`config.mk`:
```
export PLATFORM = sky130hd
export DESIGN_NAME = alu_result_collector
export DESIGN_NICKNAME = d
export VERILOG_FILES = /design/src/rtl/alu_pkg.sv /design/src/rtl/alu_result_collector_sync_fifo.sv /design/src/rtl/alu_result_collector.sv
export SDC_FILE = /design/constraint.sdc
export NUM_CORES = 1
export LEC_CHECK = 0
export ABC_CLOCK_PERIOD_IN_PS = 6830
export BUFFER_PORTS_ARGS = -buffer_cell sky130_fd_sc_hd__buf_4
export CAP_MARGIN = 5
export CELL_PAD_IN_SITES_DETAIL_PLACEMENT = 0
export CELL_PAD_IN_SITES_GLOBAL_PLACEMENT = 1
export CORE_MARGIN = 3
export CORE_UTILIZATION = 35
export DETAILED_ROUTE_END_ITERATION = 6
export GPL_ROUTABILITY_DRIVEN = 0
export PLACE_DENSITY_LB_ADDON = 0.1
export SETUP_SLACK_MARGIN = 0.3
export SLEW_MARGIN = 40
export SYNTH_ARGS = -nofsm -noshare
export SYNTH_HDL_FRONTEND = slang
export SYNTH_SLANG_ARGS = --single-unit
```
`constraint.sdc`:
```
create_clock -name clk_p_i -period 6.83 [get_ports clk_p_i]
set_input_delay 1.366 -clock clk_p_i [delete_from_list [all_inputs] [get_ports clk_p_i]]
set_output_delay 1.366 -clock clk_p_i [all_outputs]
set_load 0.02 [all_outputs]
```
`src/rtl/alu_pkg.sv`:
```
// Shared ALU definitions: opcode encodings, result width, default result latency
// and the state type of the result collector's output stage.
package alu_pkg;

   localparam int ALU_RES_W = 16;
   localparam int ALU_LAT   = 2;

   localparam logic [2:0] OP_ADD = 3'b000;
   localparam logic [2:0] OP_SUB = 3'b001;
   localparam logic [2:0] OP_AND = 3'b010;
   localparam logic [2:0] OP_OR  = 3'b011;
   localparam logic [2:0] OP_XOR = 3'b100;
   localparam logic [2:0] OP_SHL = 3'b101;
   localparam logic [2:0] OP_SHR = 3'b110;
   localparam logic [2:0] OP_MUL = 3'b111;

   typedef enum logic {
      ST_EMPTY = 1'b0,
      ST_HOLD  = 1'b1
   } out_state_e;

endpackage

```
`src/rtl/alu_result_collector_sync_fifo.sv`:
```
// Circular-buffer FIFO with registered storage and an explicit occupancy counter;
// the head entry is read straight from the storage register at rd_ptr.
module sync_fifo #(
   parameter int DEPTH = 4,
   parameter int WIDTH = 16
) (
   input  logic                       clk_i,
   input  logic                       rst_n_i,
   input  logic                       push_i,
   input  logic                       pop_i,
   input  logic [WIDTH-1:0]           wdata_i,
   output logic [WIDTH-1:0]           rdata_o,
   output logic                       full_o,
   output logic                       empty_o,
   output logic [$clog2(DEPTH):0]     count_o
);

   localparam int AW = $clog2(DEPTH);
   localparam int CW = AW + 1;

   logic [WIDTH-1:0] mem_q [DEPTH];
   logic [AW-1:0]    wr_ptr_q, wr_ptr_d;
   logic [AW-1:0]    rd_ptr_q, rd_ptr_d;
   logic [CW-1:0]    count_q, count_d;
   logic             do_push_s;
   logic             do_pop_s;

   assign full_o  = (count_q == CW'(DEPTH));
   assign empty_o = (count_q == CW'(0));
   assign count_o = count_q;
   assign rdata_o = mem_q[rd_ptr_q];

   // A full FIFO still accepts a push when the head leaves in the same cycle.
   assign do_pop_s  = pop_i & ~empty_o;
   assign do_push_s = push_i & (~full_o | do_pop_s);

   // Pointer and occupancy next-state
   always_comb begin
      wr_ptr_d = wr_ptr_q;
      rd_ptr_d = rd_ptr_q;
      count_d  = count_q;
      if (do_push_s) begin
         wr_ptr_d = wr_ptr_q + AW'(1);
      end else begin
         wr_ptr_d = wr_ptr_q;
      end
      if (do_pop_s) begin
         rd_ptr_d = rd_ptr_q + AW'(1);
      end else begin
         rd_ptr_d = rd_ptr_q;
      end
      case ({do_push_s, do_pop_s})
         2'b10:   count_d = count_q + CW'(1);
         2'b01:   count_d = count_q - CW'(1);
         default: count_d = count_q;
      endcase
   end

   // Storage and pointer registers
   always_ff @(posedge clk_i or negedge rst_n_i) begin
      if (!rst_n_i) begin
         for (int i = 0; i < DEPTH; i++) begin
            mem_q[i] <= '0;
         end
         wr_ptr_q <= '0;
         rd_ptr_q <= '0;
         count_q  <= '0;
      end else begin
         if (do_push_s) begin
            mem_q[wr_ptr_q] <= wdata_i;
         end
         wr_ptr_q <= wr_ptr_d;
         rd_ptr_q <= rd_ptr_d;
         count_q  <= count_d;
      end
   end

endmodule

```
`src/rtl/alu_result_collector.sv`:
```
// Realigns the ALU issue marker to its result latency, buffers valid results in a
// FIFO for a valid/ready consumer, and keeps a saturating sum and sticky drop flag.
module alu_result_collector
   import alu_pkg::*;
#(
   parameter int DEPTH   = 4,
   parameter int ALU_LAT = alu_pkg::ALU_LAT,
   parameter int SUM_W   = 20
) (
   input  logic                      clk_p_i,
   input  logic                      reset_n_i,
   input  logic                      issue_valid_i,
   input  logic [ALU_RES_W-1:0]      data_i,
   input  logic                      clear_i,
   input  logic                      out_ready_i,
   output logic                      out_valid_o,
   output logic [ALU_RES_W-1:0]      out_data_o,
   output logic [SUM_W-1:0]          sum_o,
   output logic [$clog2(DEPTH):0]    count_o,
   output logic                      full_o,
   output logic                      drop_o
);

   localparam int CW = $clog2(DEPTH) + 1;

   logic [ALU_LAT-1:0] pipe_q, pipe_d;
   logic [SUM_W-1:0]   sum_q, sum_d;
   logic               drop_q, drop_d;
   out_state_e         state_q, state_d;

   logic               cap_s;
   logic               push_s;
   logic               pop_s;
   logic               drop_s;
   logic               fifo_full_s;
   logic               fifo_empty_s;
   logic [CW-1:0]      fifo_count_s;

   function automatic logic [SUM_W-1:0] sat_add(input logic [SUM_W-1:0]     acc,
                                                input logic [ALU_RES_W-1:0] val);
      logic [SUM_W:0] wide;
      wide = {1'b0, acc} + {{(SUM_W + 1 - ALU_RES_W){1'b0}}, val};
      return wide[SUM_W] ? {SUM_W{1'b1}} : wide[SUM_W-1:0];
   endfunction

   assign cap_s  = pipe_q[ALU_LAT-1];
   assign pop_s  = out_valid_o & out_ready_i & ~fifo_empty_s;
   assign push_s = cap_s & (~fifo_full_s | pop_s);
   assign drop_s = cap_s & fifo_full_s & ~pop_s;

   sync_fifo #(
      .DEPTH (DEPTH),
      .WIDTH (ALU_RES_W)
   ) u_fifo (
      .clk_i   (clk_p_i),
      .rst_n_i (reset_n_i),
      .push_i  (push_s),
      .pop_i   (pop_s),
      .wdata_i (data_i),
      .rdata_o (out_data_o),
      .full_o  (fifo_full_s),
      .empty_o (fifo_empty_s),
      .count_o (fifo_count_s)
   );

   assign count_o     = fifo_count_s;
   assign full_o      = fifo_full_s;
   assign out_valid_o = (state_q == ST_HOLD);
   assign sum_o       = sum_q;
   assign drop_o      = drop_q;

   // Alignment pipe: stage 0 samples the issue marker, last stage is the capture strobe
   always_comb begin
      pipe_d    = pipe_q;
      pipe_d[0] = issue_valid_i;
      for (int i = 1; i < ALU_LAT; i++) begin
         pipe_d[i] = pipe_q[i-1];
      end
   end

   // Running sum and drop flag; a same-cycle drop outranks clear
   always_comb begin
      sum_d  = sum_q;
      drop_d = drop_q;
      if (clear_i) begin
         sum_d = push_s ? {{(SUM_W - ALU_RES_W){1'b0}}, data_i} : {SUM_W{1'b0}};
      end else if (push_s) begin
         sum_d = sat_add(sum_q, data_i);
      end else begin
         sum_d = sum_q;
      end
      if (drop_s) begin
         drop_d = 1'b1;
      end else if (clear_i) begin
         drop_d = 1'b0;
      end else begin
         drop_d = drop_q;
      end
   end

   // Output FSM next-state
   always_comb begin
      state_d = state_q;
      case (state_q)
         ST_EMPTY: begin
            if (push_s) begin
               state_d = ST_HOLD;
            end else begin
               state_d = ST_EMPTY;
            end
         end
         ST_HOLD: begin
            if (pop_s && !push_s && (fifo_count_s == CW'(1))) begin
               state_d = ST_EMPTY;
            end else begin
               state_d = ST_HOLD;
            end
         end
         default: state_d = ST_EMPTY;
      endcase
   end

   // State registers
   always_ff @(posedge clk_p_i or negedge reset_n_i) begin
      if (!reset_n_i) begin
         pipe_q  <= '0;
         sum_q   <= '0;
         drop_q  <= 1'b0;
         state_q <= ST_EMPTY;
      end else begin
         pipe_q  <= pipe_d;
         sum_q   <= sum_d;
         drop_q  <= drop_d;
         state_q <= state_d;
      end
   end

endmodule
```
==> results list, run 1 <==
- GR met3 Demand/Resource: 0.0206
- For this run, global-route usage on met2 was measured as 0.267.
- Required arrival time at the worst endpoint: 5.46 ns
- Kind of critical path: flop to output port
- Crit share post-route: 0.505
- For the final routed database, the setup TNS stands at 0 ns.
- Synthesized cell area: 5120 um2
* Top post-synthesis cells by area: sky130_fd_sc_hd__dfrtp_1 (46%), sky130_fd_sc_hd__mux2_2 (14%), sky130_fd_sc_hd__mux4_2 (7.0%), sky130_fd_sc_hd__ha_1 (6.1%), sky130_fd_sc_hd__nand2_1 (1.9%)
* Area share of the leading cell type in the synthesized netlist: 0.464
- Nets: 530
- The count of buffers added on input and output ports is 62.
* Detailed-route wire length: 12200 um
- The library cell used most frequently in the layout, excluding fill and tap cells, is sky130_fd_sc_hd__dfrtp_1.
- Post-Synthesis Cells: 424
* Worst Hold Launch: pipe_q[0]
- Hold violation count in the final report: 0
- The number of antenna violations at the first check in global routing was 0.
- Setup repair after global routing left no endpoint under its margin.
* Initial core utilization: 0.363
- Share of cells above drive strength 1: 0.363
- Origin of the worst setup path: u_fifo.rd_ptr_q[0]
* Antenna violation net count after detailed routing: 0
- Critical path fanouts, max: 11
- Worst R2R Start: u_fifo.count_o[0]
* Maxcap violations: 0
- Entering global routing, the biggest net connects 68 pins.
- Number of buffers inserted by post-CTS setup repair: 0
- Total power density per cell area: 477 nW/um2
- The worst register-to-register path has a setup slack of 3.92 ns.
- Signed area change from the synthesized netlist to the final layout: 19.2%
- Clock Pin Slew Worst Setup and Hold Paths: 0.07 ns
- Worst-Margin Slew: 0.783 ns
* Global-route wire length before repair: 20100 um
* DR vias/cell: 5.27
* Sink of the worst hold path: pipe_q[1]
* Endpoint of the worst-slack reg-to-reg timing path: u_fifo.count_o[2]
- In this run the power spent charging and discharging nets is 1.04 mW.
* Power Internal: 1.87 mW
- Total of hold buffers inserted after clock tree synthesis: 0
* Sort of element at the start of the critical path: flop
* Routed WL per cell: 18.3 um
- Count of flip-flops with a built-in enable after synthesis: 0
* Critical Path Sink Type: output port
- In the post-route analysis, the smallest setup slack over all paths is 3.38 ns.
* Clock latency on the worst-skew pair: 0.34 ns
* Met1 track demand over resource: 0.210
* Clock tree from TritonCTS: done
- Buffer cell driving the clock tree root: sky130_fd_sc_hd__clkbuf_16
- Hold/Removal Path Class: flop to flop
- Derived from the worst setup path, the maximum achievable clock frequency is 0.290 GHz.
* Overall global routing resource usage: 0.159
- Synthesis produced a netlist with a net count of 471.
* Commonest cells after routing, fill and taps aside: sky130_fd_sc_hd__dfrtp_1 (94), sky130_fd_sc_hd__mux2_2 (64), sky130_fd_sc_hd__buf_4 (64), sky130_fd_sc_hd__ha_1 (25), sky130_fd_sc_hd__nand2_1 (24)
* Number of antenna diodes: 0
- Number of H-tree branching levels: 3
- The netlist uses 53 different library cells.
* Die Ht: 127 um
- Total number of clock tree sinks: 95
- Proportion of power drawn by flip-flops and latches: 0.337
- Worst hold path cell count: 0
- At the placement stage, the worst setup path has a slack of 3.21 ns.
- Vias: 3523
- The share of total power dissipated in combinational logic is 0.459.
- For this run, design rule violations remaining after detail routing come to 0.
* Synth Flop Type: sky130_fd_sc_hd__dfrtp_1
- Number of detailed-route iterations in the first pass: 4
* Part of the power in the clock network: 0.204
* Buffer depth of the longest clock path: 2
* Area of the die: 16100 um2
* Syn avg cell area: 12.1 um2
* Placement Rows: 43
- Max-slew violation count: 0
- Of all cell types, the one taking the most synthesized area is sky130_fd_sc_hd__dfrtp_1.
* Half-perimeter wire length after detailed placement: 8620 um
- Of all flip-flops after synthesis, the portion carrying an async set or reset was 1.00.
- The core region is 14100 um2.
* Switching part of the total power: 0.357
- VDD sags by at most 0.137 mV.
- The number of gates resized after CTS was 0.
- Post-synthesis sequential area ratio: 0.464
* Worst hold margin: 0.349 ns
- Layout Skew: 0.00765 ns
- Summed over all cells, the static leakage comes to 2.69 nW.
* CTS buffer count: 9
* Final number of setup-violating endpoints: 0
- Pin placement for this block handled 63 I/O pins.
- Number of warnings printed during yosys synthesis: 0
- Synthesized flop and latch total: 95
* Status: finished clean
- The via count of the first global-routing pass was 3753.
* Number of violations reported at the end of detailed-routing iteration 0: 121
* Leftover overflow at the end of global routing: 0
* Filler cell count in the final layout: 1363
- For the worst flop-to-flop path, the logic depth is 9.
- From left edge to right edge, the die measures 127 um.
* Worst relative slew slack: 0.476
- Data on the critical path arrives at its endpoint at 2.08 ns.
* Time the final worst path needs with I/O delays and setup: 3.45 ns
- Most crowded layer after global routing: met2
-- metal layers --
layer	routed length [um]	share of wire
met1	5650	0.46
met2	6100	0.50
met3	259	0.021
met4	211	0.017
met5	0	0
-- final cells by class --
class	count	area (um2)	share of cell area
clock buffers	10	239	0.0391
clock inverters	6	113	0.0184
inverters	11	41.3	0.00676
multi-input cells	301	2620	0.429
flip-flops and latches	95	2380	0.390
well taps	180	225	0.0369
repair buffers	65	492	0.0805
-- synth_stat cells, types with 2 or more instances --
master and n:
sky130_fd_sc_hd__a211oi_1 2, sky130_fd_sc_hd__a21boi_0 2, sky130_fd_sc_hd__a21o_1 4, sky130_fd_sc_hd__a21oi_1 18, sky130_fd_sc_hd__a21oi_2 3, sky130_fd_sc_hd__a311oi_1 4
sky130_fd_sc_hd__a31o_1 4, sky130_fd_sc_hd__and2_1 2, sky130_fd_sc_hd__and4_1 2, sky130_fd_sc_hd__buf_2 6, sky130_fd_sc_hd__buf_6 3, sky130_fd_sc_hd__clkbuf_1 6
sky130_fd_sc_hd__dfrtp_1 95, sky130_fd_sc_hd__ha_1 25, sky130_fd_sc_hd__inv_1 11, sky130_fd_sc_hd__mux2_2 64, sky130_fd_sc_hd__mux2i_1 3, sky130_fd_sc_hd__mux4_2 16
sky130_fd_sc_hd__nand2_1 26, sky130_fd_sc_hd__nand2_2 2, sky130_fd_sc_hd__nand2b_1 2, sky130_fd_sc_hd__nand3_1 15, sky130_fd_sc_hd__nand4_1 4, sky130_fd_sc_hd__nor2_1 19
sky130_fd_sc_hd__nor3_1 8, sky130_fd_sc_hd__o21ai_0 16, sky130_fd_sc_hd__o21ai_1 11, sky130_fd_sc_hd__o21bai_1 2, sky130_fd_sc_hd__o22ai_1 4, sky130_fd_sc_hd__o31ai_1 5
sky130_fd_sc_hd__or3_1 4, sky130_fd_sc_hd__xnor2_1 8, sky130_fd_sc_hd__xor2_1 8
-- power by group through the flow --
stage          registers [mW]  logic, mW  clock network [mW]
2_1_floorplan           0.963      0.954                   0
3_3_place_gp            0.978       1.34                   0
3_5_place_dp            0.993       1.36                   0
4_1_cts                 0.984       1.36               0.611
5_1_grt                  1.02       1.46               0.631
6_report                0.982       1.34               0.593
-- worst max-delay path: stages (launching register included) --
cell and delay [ns]:
sky130_fd_sc_hd__dfrtp_1 0.65, sky130_fd_sc_hd__buf_4 0.35, sky130_fd_sc_hd__mux4_2 0.56, sky130_fd_sc_hd__buf_4 0.18
-- metrics by stage --
stage	instance area (um2)	std cells	util	power (mW)
after global placement	5740	652	0.407	2.32
after detailed placement	5750	652	0.408	2.35
after CTS	6100	668	0.433	2.96
after floorplan	5120	424	-	1.92
after global routing	6100	668	0.433	3.11
final	6100	668	0.433	2.91
-- state kept, by name, indices dropped and copies added, names as in the netlist --
register         cells
u_fifo.mem_q        64
u_fifo.count_o       3
u_fifo.wr_ptr_q      2
pipe_q               2
u_fifo.rd_ptr_q      2
sum_o               20
drop_o               1
out_valid_o          1
-- worst max-delay path by stage --
stage | end
after floorplan | sum_o[19]
after global placement | sum_o[14]
after detailed placement | sum_o[10]
after CTS | out_data_o[14]
after global routing | out_data_o[14]
final | out_data_o[15]
-- kinds of logic after synthesis --
group | after synthesis | synth area share
DFF | 95 | 0.464
xor gates and xnor gates | 16 | 0.0274
buffers and inverters | 28 | 0.0274
AOI/OAI and AO/OA | 88 | 0.114
and+or+nand+nor | 88 | 0.0848
muxes | 83 | 0.217
adders and majority gates | 26 | 0.0650
(Power assumes the default switching activity.)
==> run 2: changes to the inputs <==
Settings changed: ABC_CLOCK_PERIOD_IN_PS 6830 to 3250.
Clock period 6.83 ns to 3.25 ns, I/O delays scaled along.
==> run 2 against run 1 <==
Sequential share of layout area is 0.35 points higher; wire length hardly changed; sequential cell count stayed put; worst setup slack worse by 2.7 ns; largest cell class unchanged; core utilization is 0.41 points lower; highest routed layer unchanged; clock power is 62% higher; critical endpoint is now u_fifo.count_o[2]; first-iteration DRC count is 58% higher; final area is 0.94% lower; non-clock buffer count is 5 higher.
==> results list, run 2 (same netlist as run 1, synthesis figures left out) <==
- More flip-flops sit in one register than any other, and that register is u_fifo.mem_q.
- Core Footprint: 14100 um2 (unchanged)
- Buffer depth of the longest clock path: 2 (unchanged)
- The normalized max-slew margin was 0.604 (+0.128).
- Remaining DRCs: 0 (unchanged)
- Filler cell count in the final layout: 1384 (+1.5%)
- Antenna violation net count after detailed routing: 0 (unchanged)
- The number of nets in the layout is 535 (+0.94%).
* Leftover overflow at the end of global routing: 0 (unchanged)
* Total of hold buffers inserted after clock tree synthesis: 0 (unchanged)
* Clock tree from TritonCTS: done
- Number of buffers inserted by post-CTS setup repair: 0 (unchanged)
* P_leak: 2.66 nW (-1.0%)
- The fraction of final layout cells sized beyond drive strength 1 is 0.358 (-0.00425).
- Count of input and output buffers: 62 (unchanged)
- Buffer cell driving the clock tree root: sky130_fd_sc_hd__clkbuf_16
- The boundary pin count was 63 (unchanged).
* Total area of multi-input combinational cells: 2610 um2 (-0.19%)
* Reg area: 2380 um2 (about the same)
* Number of antenna violations at the first check in global routing: 0 (unchanged)
- Of the available clock period, the critical path in the final layout requires 0.788.
- Cell chain of the critical path: inv_1 > ha_1 > and2_1 > a21oi_4 > inv_1 > ha_1 > nor2_1 > xnor2_1
* Sort of element at the start of the critical path: flop
* Commonest cells after routing, fill and taps aside: sky130_fd_sc_hd__dfrtp_1 (95), sky130_fd_sc_hd__buf_4 (69), sky130_fd_sc_hd__mux2_2 (64), sky130_fd_sc_hd__nand2_1 (26), sky130_fd_sc_hd__ha_1 (25)
* Number of violations reported at the end of detailed-routing iteration 0: 191 (+58%)
* Maxcap violations: 0 (unchanged)
- Hold violation count in the final report: 0 (unchanged)
- Number of flip-flops under the largest register name: 64 (unchanged)
- Worst-Margin Slew: 0.592 ns (-0.191 ns)
* Die Ht: 127 um (unchanged)
- Status: finished clean
- The largest net degree at the start of global routing was 60 (-12%).
- Leaving out fill and tap cells, the most frequent cell in the layout is sky130_fd_sc_hd__dfrtp_1.
- The areal power density over the cells was 968 nW/um2 (+100%).
- The worst setup path is captured at a flop.
- Area of the die: 16100 um2 (unchanged)
- Max frequency: 0.390 GHz
- The number of gates resized after cts was 0 (unchanged).
* Arrival time of the worst setup path: 2.83 ns (+0.75 ns)
* Signed area change from the synthesized netlist to the final layout: 18.1%
- Kind of critical path: flop to flop
* Total number of clock tree sinks: 95 (unchanged)
- The vias per cell came to 5.32 (+0.91%).
- Setup repair after global routing left no endpoint under its margin.
* Peak supply drop: 0.272 mV (+98%)
* Clock latency on the worst-skew pair: 0.34 ns (about the same)
- Number of cells after detailed placement: 657 (+0.77%)
- Number of antenna diodes: 0 (unchanged)
* Initial core utilization: 0.363 (unchanged)
- Detailed-route wire length: 12200 um (about the same)
* Required arrival time at the worst endpoint: 3.52 ns (-1.94 ns)
* Layout Skew: 0.00449 ns (-0.00315 ns)
- Final number of setup-violating endpoints: 0 (unchanged)
- CTS buffer count: 9 (unchanged)
* Placement Rows: 43 (unchanged)
- The max-slew violation count came to 0 (unchanged).
- The sum of internal, switching and leakage power was 5.85 mW (+100%).
- Routed WL per cell: 18.2 um (-0.46%)
- Hold/Removal Path Class: input pin to async pin
- For this design, the slowest cell found on the critical path is sky130_fd_sc_hd__a21oi_4.
- Clock Pin Slew Worst Setup and Hold Paths: 0.07 ns (about the same)
* Delay of the slowest critical-path stage: 0.51 ns (-0.14 ns)
- The horizontal die dimension came to 127 um (unchanged).
- Global-route wire length before repair: 20500 um (+1.7%)
- Vias: 3571 (+1.4%)
* Final-layout setup total negative slack: 0 ns (unchanged)
* Half-perimeter wire length after detailed placement: 8670 um (+0.56%)
- The count of non-filler cells in the finished layout is 671 (+0.45%).
- The via count of the first global-routing pass came to 3726 (-0.72%).
- Number of detailed-route iterations in the first pass: 4 (unchanged)
- Subtracting the final worst setup slack from the clock period gives 2.56 ns.
* Overall global routing resource usage: 0.161 (+0.00234)
- The top fanout value on the critical path is 20 (+9).
- Number of H-tree branching levels: 3 (unchanged)
==> run 2: cell types whose count changed in the layout (fill, tap and decap cells not counted), moves of 2 or more <==
cell / previous run / this run
sky130_fd_sc_hd__inv_6: 2 / 0
sky130_fd_sc_hd__bufinv_16: 3 / 0
sky130_fd_sc_hd__nand2_1: 24 / 26
sky130_fd_sc_hd__buf_4: 64 / 69
sky130_fd_sc_hd__clkinvlp_4: 0 / 2
sky130_fd_sc_hd__nand2_2: 4 / 2
==> run 2: final timing paths <==
kind                                   start  cells past startpoint  slack [ns]                end
max                        u_fifo.count_o[0]                      8        0.69  u_fifo.count_o[2]
min                                reset_n_i                      1        0.28   u_fifo.mem_q[27]
max reg2reg                u_fifo.count_o[0]                      8        0.69  u_fifo.count_o[2]
min reg2reg                        pipe_q[0]                      0        0.35          pipe_q[1]
max in group asynchronous          reset_n_i                      2        2.28           sum_o[4]
min in group clk_p_i               pipe_q[0]                      0        0.35          pipe_q[1]
==> run 2: through the flow <==
stage	setup slack (ns)	hold slack, ns	cell area [um2]	util
after global routing	0.410	0.317	6050	0.429
after detailed placement	0.347	0.340	5790	0.411
final	0.688	0.279	6050	0.429
after global placement	0.374	0.335	5790	0.411
after CTS	0.633	0.294	6050	0.429
after floorplan	0.720	0.331	5120	-
==> run 2: critical path, delay by kind of cell (launching register included) <==
kind / cells / cell delay (ns)
flops: 1 / 0.43
xor+xnor: 1 / 0.14
buf+inv: 2 / 0.41
simple gates: 2 / 0.36
fa+ha+maj: 2 / 0.63
compound gates: 1 / 0.51
==> run 2: layer usage <==
layer	share of wire	vias up	track usage
li1	-	1695	-
met1	0.47	1805	0.221
met2	0.48	56	0.259
met3	0.035	15	0.0248
met4	0.016	0	0.0580
met5	0	-	0
==> run 2: layout make-up <==
class                           instances  area share
Multi-Input combinational cell        301       0.432
Tap cell                              180      0.0372
Clock inverter                          4     0.00414
Timing Repair Buffer                   70      0.0890
Inverter                               11     0.00683
Sequential cell                        95       0.393
Clock buffer                           10      0.0379
==> run 2: power breakdown <==
part,internal [mW],total (mW),leakage [nW],switching (mW)
Sequential,1.71,2.00,1.14,0.295
Clock,0.508,0.958,0.120,0.450
Combinational,1.47,2.90,1.40,1.43
Total,3.68,5.85,2.66,2.17
==> run 3: changes to the inputs <==
Settings changed: ABC_AREA set to 1, ABC_CLOCK_PERIOD_IN_PS 3250 to 2100.
Clock period 3.25 ns to 2.1 ns, I/O delays scaled along.
==> run 3 against run 2 <==
Hold slack worse by 0.10 ns; sequential power up 56%; sequential share of layout area down 7.1 points; critical path depth down 2; final area up 22%; worst setup slack worse by 0.56 ns; via count up 42%; count of clock-buffer cells in the layout down 1; first-iteration DRC count up 59%.
==> results list, run 3 <==
* DR vias/cell: 4.94 (-7.2%)
* Status: finished clean
- The top cell types in the final layout, fill and taps aside, are sky130_fd_sc_hd__nand2_1 (209), sky130_fd_sc_hd__dfrtp_1 (90), sky130_fd_sc_hd__buf_4 (90), sky130_fd_sc_hd__o21ai_1 (73), sky130_fd_sc_hd__inv_1 (54).
- Worst relative slew slack: 0.728 (+0.124)
- The count of endpoints failing hold in the final timing report is 0 (unchanged).
- Max frequency: 0.508 GHz
- Slowest library cell on the worst path: sky130_fd_sc_hd__dfrtp_2
- The leftover overflow at the end of global routing is 0 (unchanged).
- The mean area per synthesized cell is 7.85 um2 (-35%).
- The number of buffers added on ports came to 62 (unchanged).
- The first-pass GRT wire length was 27300 um (+33%).
- Of the available clock period, the critical path in the final layout requires 0.937.
- The number of enable flip-flop cells after synthesis was 0 (unchanged).
- The maximum buffer depth of the clock tree came to 2 (unchanged).
* Max Used Layer: met4
- The wire length after detailed routing was 16900 um (+38%).
* Antenna violation net count after detailed routing: 0 (unchanged)
- Cell chain of the critical path: inv_6 > buf_12 > buf_16 > nor2_1 > o22ai_1 > buf_4
- The setup slack on the worst flop-to-flop path is 0.14 ns (-0.55 ns).
- The starting density of the core was 0.364 (+0.00114).
* Synthesized flop and latch total: 95 (unchanged)
* Worst hold margin: 0.178 ns (-0.101 ns)
- Nets: 862 (+61%)
- Number of antenna diodes: 0 (unchanged)
- The number of instances in the synthesized netlist is 719 (+70%).
* Placement Rows: 45 (+4.7%)
- Endpoint of the worst-slack reg-to-reg timing path: sum_o[7]
* Remaining DRCs: 0 (unchanged)
- The detail-routed net length per standard cell was 16.4 um (-10%).
* Area of the die: 17700 um2 (+9.7%)
- The count of routing violations after the opening detailed-route iteration was 304 (+59%).
- The wire length on met2 is 8130 um (+39%).
- Number of antenna violations at the first check in global routing: 0 (unchanged)
- Final-layout setup total negative slack: 0 ns (unchanged)
- Maxcap violations: 0 (unchanged)
* R2R depth: 10 (+2)
- The number of H-tree branching levels came to 3 (unchanged).
- Synthesized cell area: 5640 um2 (+10%)
* P_leak: 3.67 nW (+38%)
- Layout Skew: 0.00533 ns (+0.000839 ns)
- CTS placed an instance of sky130_fd_sc_hd__clkbuf_16 at the clock tree root.
- Filler cell count in the final layout: 1531 (+11%)
- Number of detailed-route iterations in the first pass: 5 (+1)
* Total number of clock tree sinks: 95 (unchanged)
- The largest net degree at the start of global routing came to 45 (-25%).
- In this run the critical register-to-register path is launched from sum_o[0].
- Reg area: 2380 um2 (+0.26%)
- Overall global routing resource usage: 0.195 (+0.0333)
- The via count of the routed design came to 5087 (+42%).
* Worst Hold Launch: issue_valid_i
- Required arrival time at the worst endpoint: 1.68 ns (-1.84 ns)
- The top fanout value on the critical path was 16 (-20%).
- Signed area change from the synthesized netlist to the final layout: 31.0%
* Most frequent cell after synthesis: sky130_fd_sc_hd__nand2_1
- STA classifies the critical path endpoint as an output port.
* Largest register by flop count: u_fifo.mem_q
- The total number of yosys warnings came to 0 (unchanged).
- Synth Flop Type: sky130_fd_sc_hd__dfrtp_1
* Net count of the mapped netlist: 766 (+63%)
- The source-to-sink clock delay at the later pin of the worst-skew pair was 0.34 ns (about the same).
- The biggest area contributor in the post-synthesis netlist is sky130_fd_sc_hd__dfrtp_1.
- Clock Pin Slew Worst Setup and Hold Paths: 0.07 ns (about the same)
* Area share of the leading cell type in the synthesized netlist: 0.421 (-0.0429)
* Ports: 63 (unchanged)
- The transition at the pin with the smallest max-transition slack came to 0.408 ns (-0.184 ns).
- The met3 layer wire length in the routed design was 595 um (+38%).
- Total power density per cell area: 1500 nW/um2 (+55%)
- The fraction of synthesis flops using an asynchronous set or reset pin is 1.00 (unchanged).
- The max-slew violation count was 0 (unchanged).
- Die width: 133 um (+4.7%)
- Via count of the first global-routing pass: 5000 (+34%)
- The sequential fraction of the synthesis area was 0.421 (-0.0429).
- Kind of critical path: flop to output port
- Setup repair after global routing could not meet its margin everywhere.
- The worst hold path belongs to the class input pin to flop.
* Total area of multi-input combinational cells: 3150 um2 (+21%)
* Top cells by instance count after synthesis: sky130_fd_sc_hd__nand2_1 (215), sky130_fd_sc_hd__dfrtp_1 (95), sky130_fd_sc_hd__o21ai_1 (64)
- The HPWL after detailed placement is 11500 um (+33%).
* Count of different cell masters after synthesis: 41 (-23%)
- Share of cells above drive strength 1: 0.280 (-0.0788)
- Metal-1 WL: 7740 um (+35%)
- The library cell used most frequently in the layout, excluding fill and tap cells, is sky130_fd_sc_hd__nand2_1.
- Sorting the synthesized cells by area gives the leading types as sky130_fd_sc_hd__dfrtp_1 (42%), sky130_fd_sc_hd__nand2_1 (14%), sky130_fd_sc_hd__o21ai_1 (5.7%), sky130_fd_sc_hd__ha_1 (5.5%), sky130_fd_sc_hd__inv_1 (3.8%).
* Core Footprint: 15500 um2 (+9.8%)
- Sink of the worst hold path: pipe_q[0]
* CTS buffer count: 9 (unchanged)
* Worst hold path cell count: 1
* Time the final worst path needs with I/O delays and setup: 1.97 ns
- The final count of negative-setup-slack endpoints came to 0 (unchanged).
- The data arrival time of the worst path is 1.55 ns (-1.28 ns).
- Sort of element at the start of the critical path: flop
* Peak supply drop: 0.580 mV (+110%)
* Clock tree from TritonCTS: done
- Delay of the slowest critical-path stage: 0.47 ns (-0.04 ns)
- The number of flip-flops in the largest register came to 64 (unchanged).
- Die Ht: 133 um (+4.7%)
==> run 3: cell types whose count changed after synthesis, moves of 7 or more <==
| cell | before | now |
|---|---|---|
| sky130_fd_sc_hd__nor2_1 | 19 | 56 |
| sky130_fd_sc_hd__inv_2 | 0 | 9 |
| sky130_fd_sc_hd__nand2_2 | 2 | 10 |
| sky130_fd_sc_hd__o22ai_1 | 4 | 16 |
| sky130_fd_sc_hd__o21ai_1 | 11 | 64 |
| sky130_fd_sc_hd__nand2_1 | 26 | 215 |
| sky130_fd_sc_hd__o21ai_0 | 16 | 39 |
| sky130_fd_sc_hd__mux4_2 | 16 | 0 |
| sky130_fd_sc_hd__o21ai_2 | 1 | 12 |
| sky130_fd_sc_hd__a21oi_1 | 18 | 27 |
| sky130_fd_sc_hd__nor3_1 | 8 | 1 |
| sky130_fd_sc_hd__inv_1 | 11 | 57 |
| sky130_fd_sc_hd__mux2_2 | 64 | 0 |
==> run 3: worst max-delay path by stage <==
stage                             from             end  slack, ns  depth (start not counted)
finish              u_fifo.rd_ptr_q[0]  out_data_o[13]       0.13                          6
global placement             data_i[9]       sum_o[18]       0.05                         11
floorplan                     sum_o[0]        sum_o[0]       0.20                         10
detailed placement           data_i[0]        sum_o[7]       0.02                         11
CTS                 u_fifo.rd_ptr_q[0]  out_data_o[13]       0.12                          6
global route                  sum_o[0]        sum_o[7]       0.04                         10
==> run 3: cells by family (layout without fill, tap and decap cells) <==
logic type,Yosys count,in the layout,share of synthesized area
AND/OR/NAND/NOR,329,330,0.258
AO/OA/AOI/OAI,162,162,0.159
flip-flops,95,95,0.421
buffers and inverters,93,192,0.0807
adder cells (fa/ha/maj),26,26,0.0590
XOR/XNOR,14,14,0.0217
==> run 3: final cells by class <==
type / count / share of cell area
Inverter: 67 / 0.0361
Sequential cell: 95 / 0.323
Tap cell: 211 / 0.0357
Timing Repair inverter: 1 / 0.000847
Timing Repair Buffer: 109 / 0.138
Clock buffer: 9 / 0.0305
Multi-Input combinational cell: 532 / 0.427
Clock inverter: 6 / 0.00931
==> run 3: worst max-delay path, delay by kind of cell, from the launching register on <==
kind	cells	cell delay, ns
AO/OA/AOI/OAI	1	0.17
flip-flops	1	0.47
AND/OR/NAND/NOR	1	0.05
buffers and inverters	4	0.52
==> run 3: repair_timing <==
item,CTS,global route
hold endpoints to repair,23,0
setup endpoints to repair,101,81
pin swaps,17,20
cloned,4,1
hold buffers,1,0
setup buffers,15,11
resized for setup,54,35
==> run 3: report_power, final <==
group          total, mW  internal [mW]  switching, mW
combinational       6.31           2.73           3.58
clock               1.67          0.926          0.746
sequential          3.12           2.60          0.520
total               11.1           6.26           4.84
==> run 3: metrics by stage <==
stage	utilization	instance area [um2]	setup WS (ns)	power [mW]	instances
4_1_cts	0.461	7140	0.116	10.8	1018
3_5_place_dp	0.412	6380	0.0201	8.36	983
3_3_place_gp	0.412	6380	0.0501	8.27	983
2_1_floorplan	-	5690	0.197	6.60	719
5_1_grt	0.477	7390	0.0389	12.0	1030
6_report	0.477	7390	0.132	11.1	1030
==> run 3: routing by layer <==
metal	track usage	vias up
li1	-	2529
met1	0.261	2430
met2	0.320	99
met3	0.0285	29
met4	0.0693	0
met5	0	-
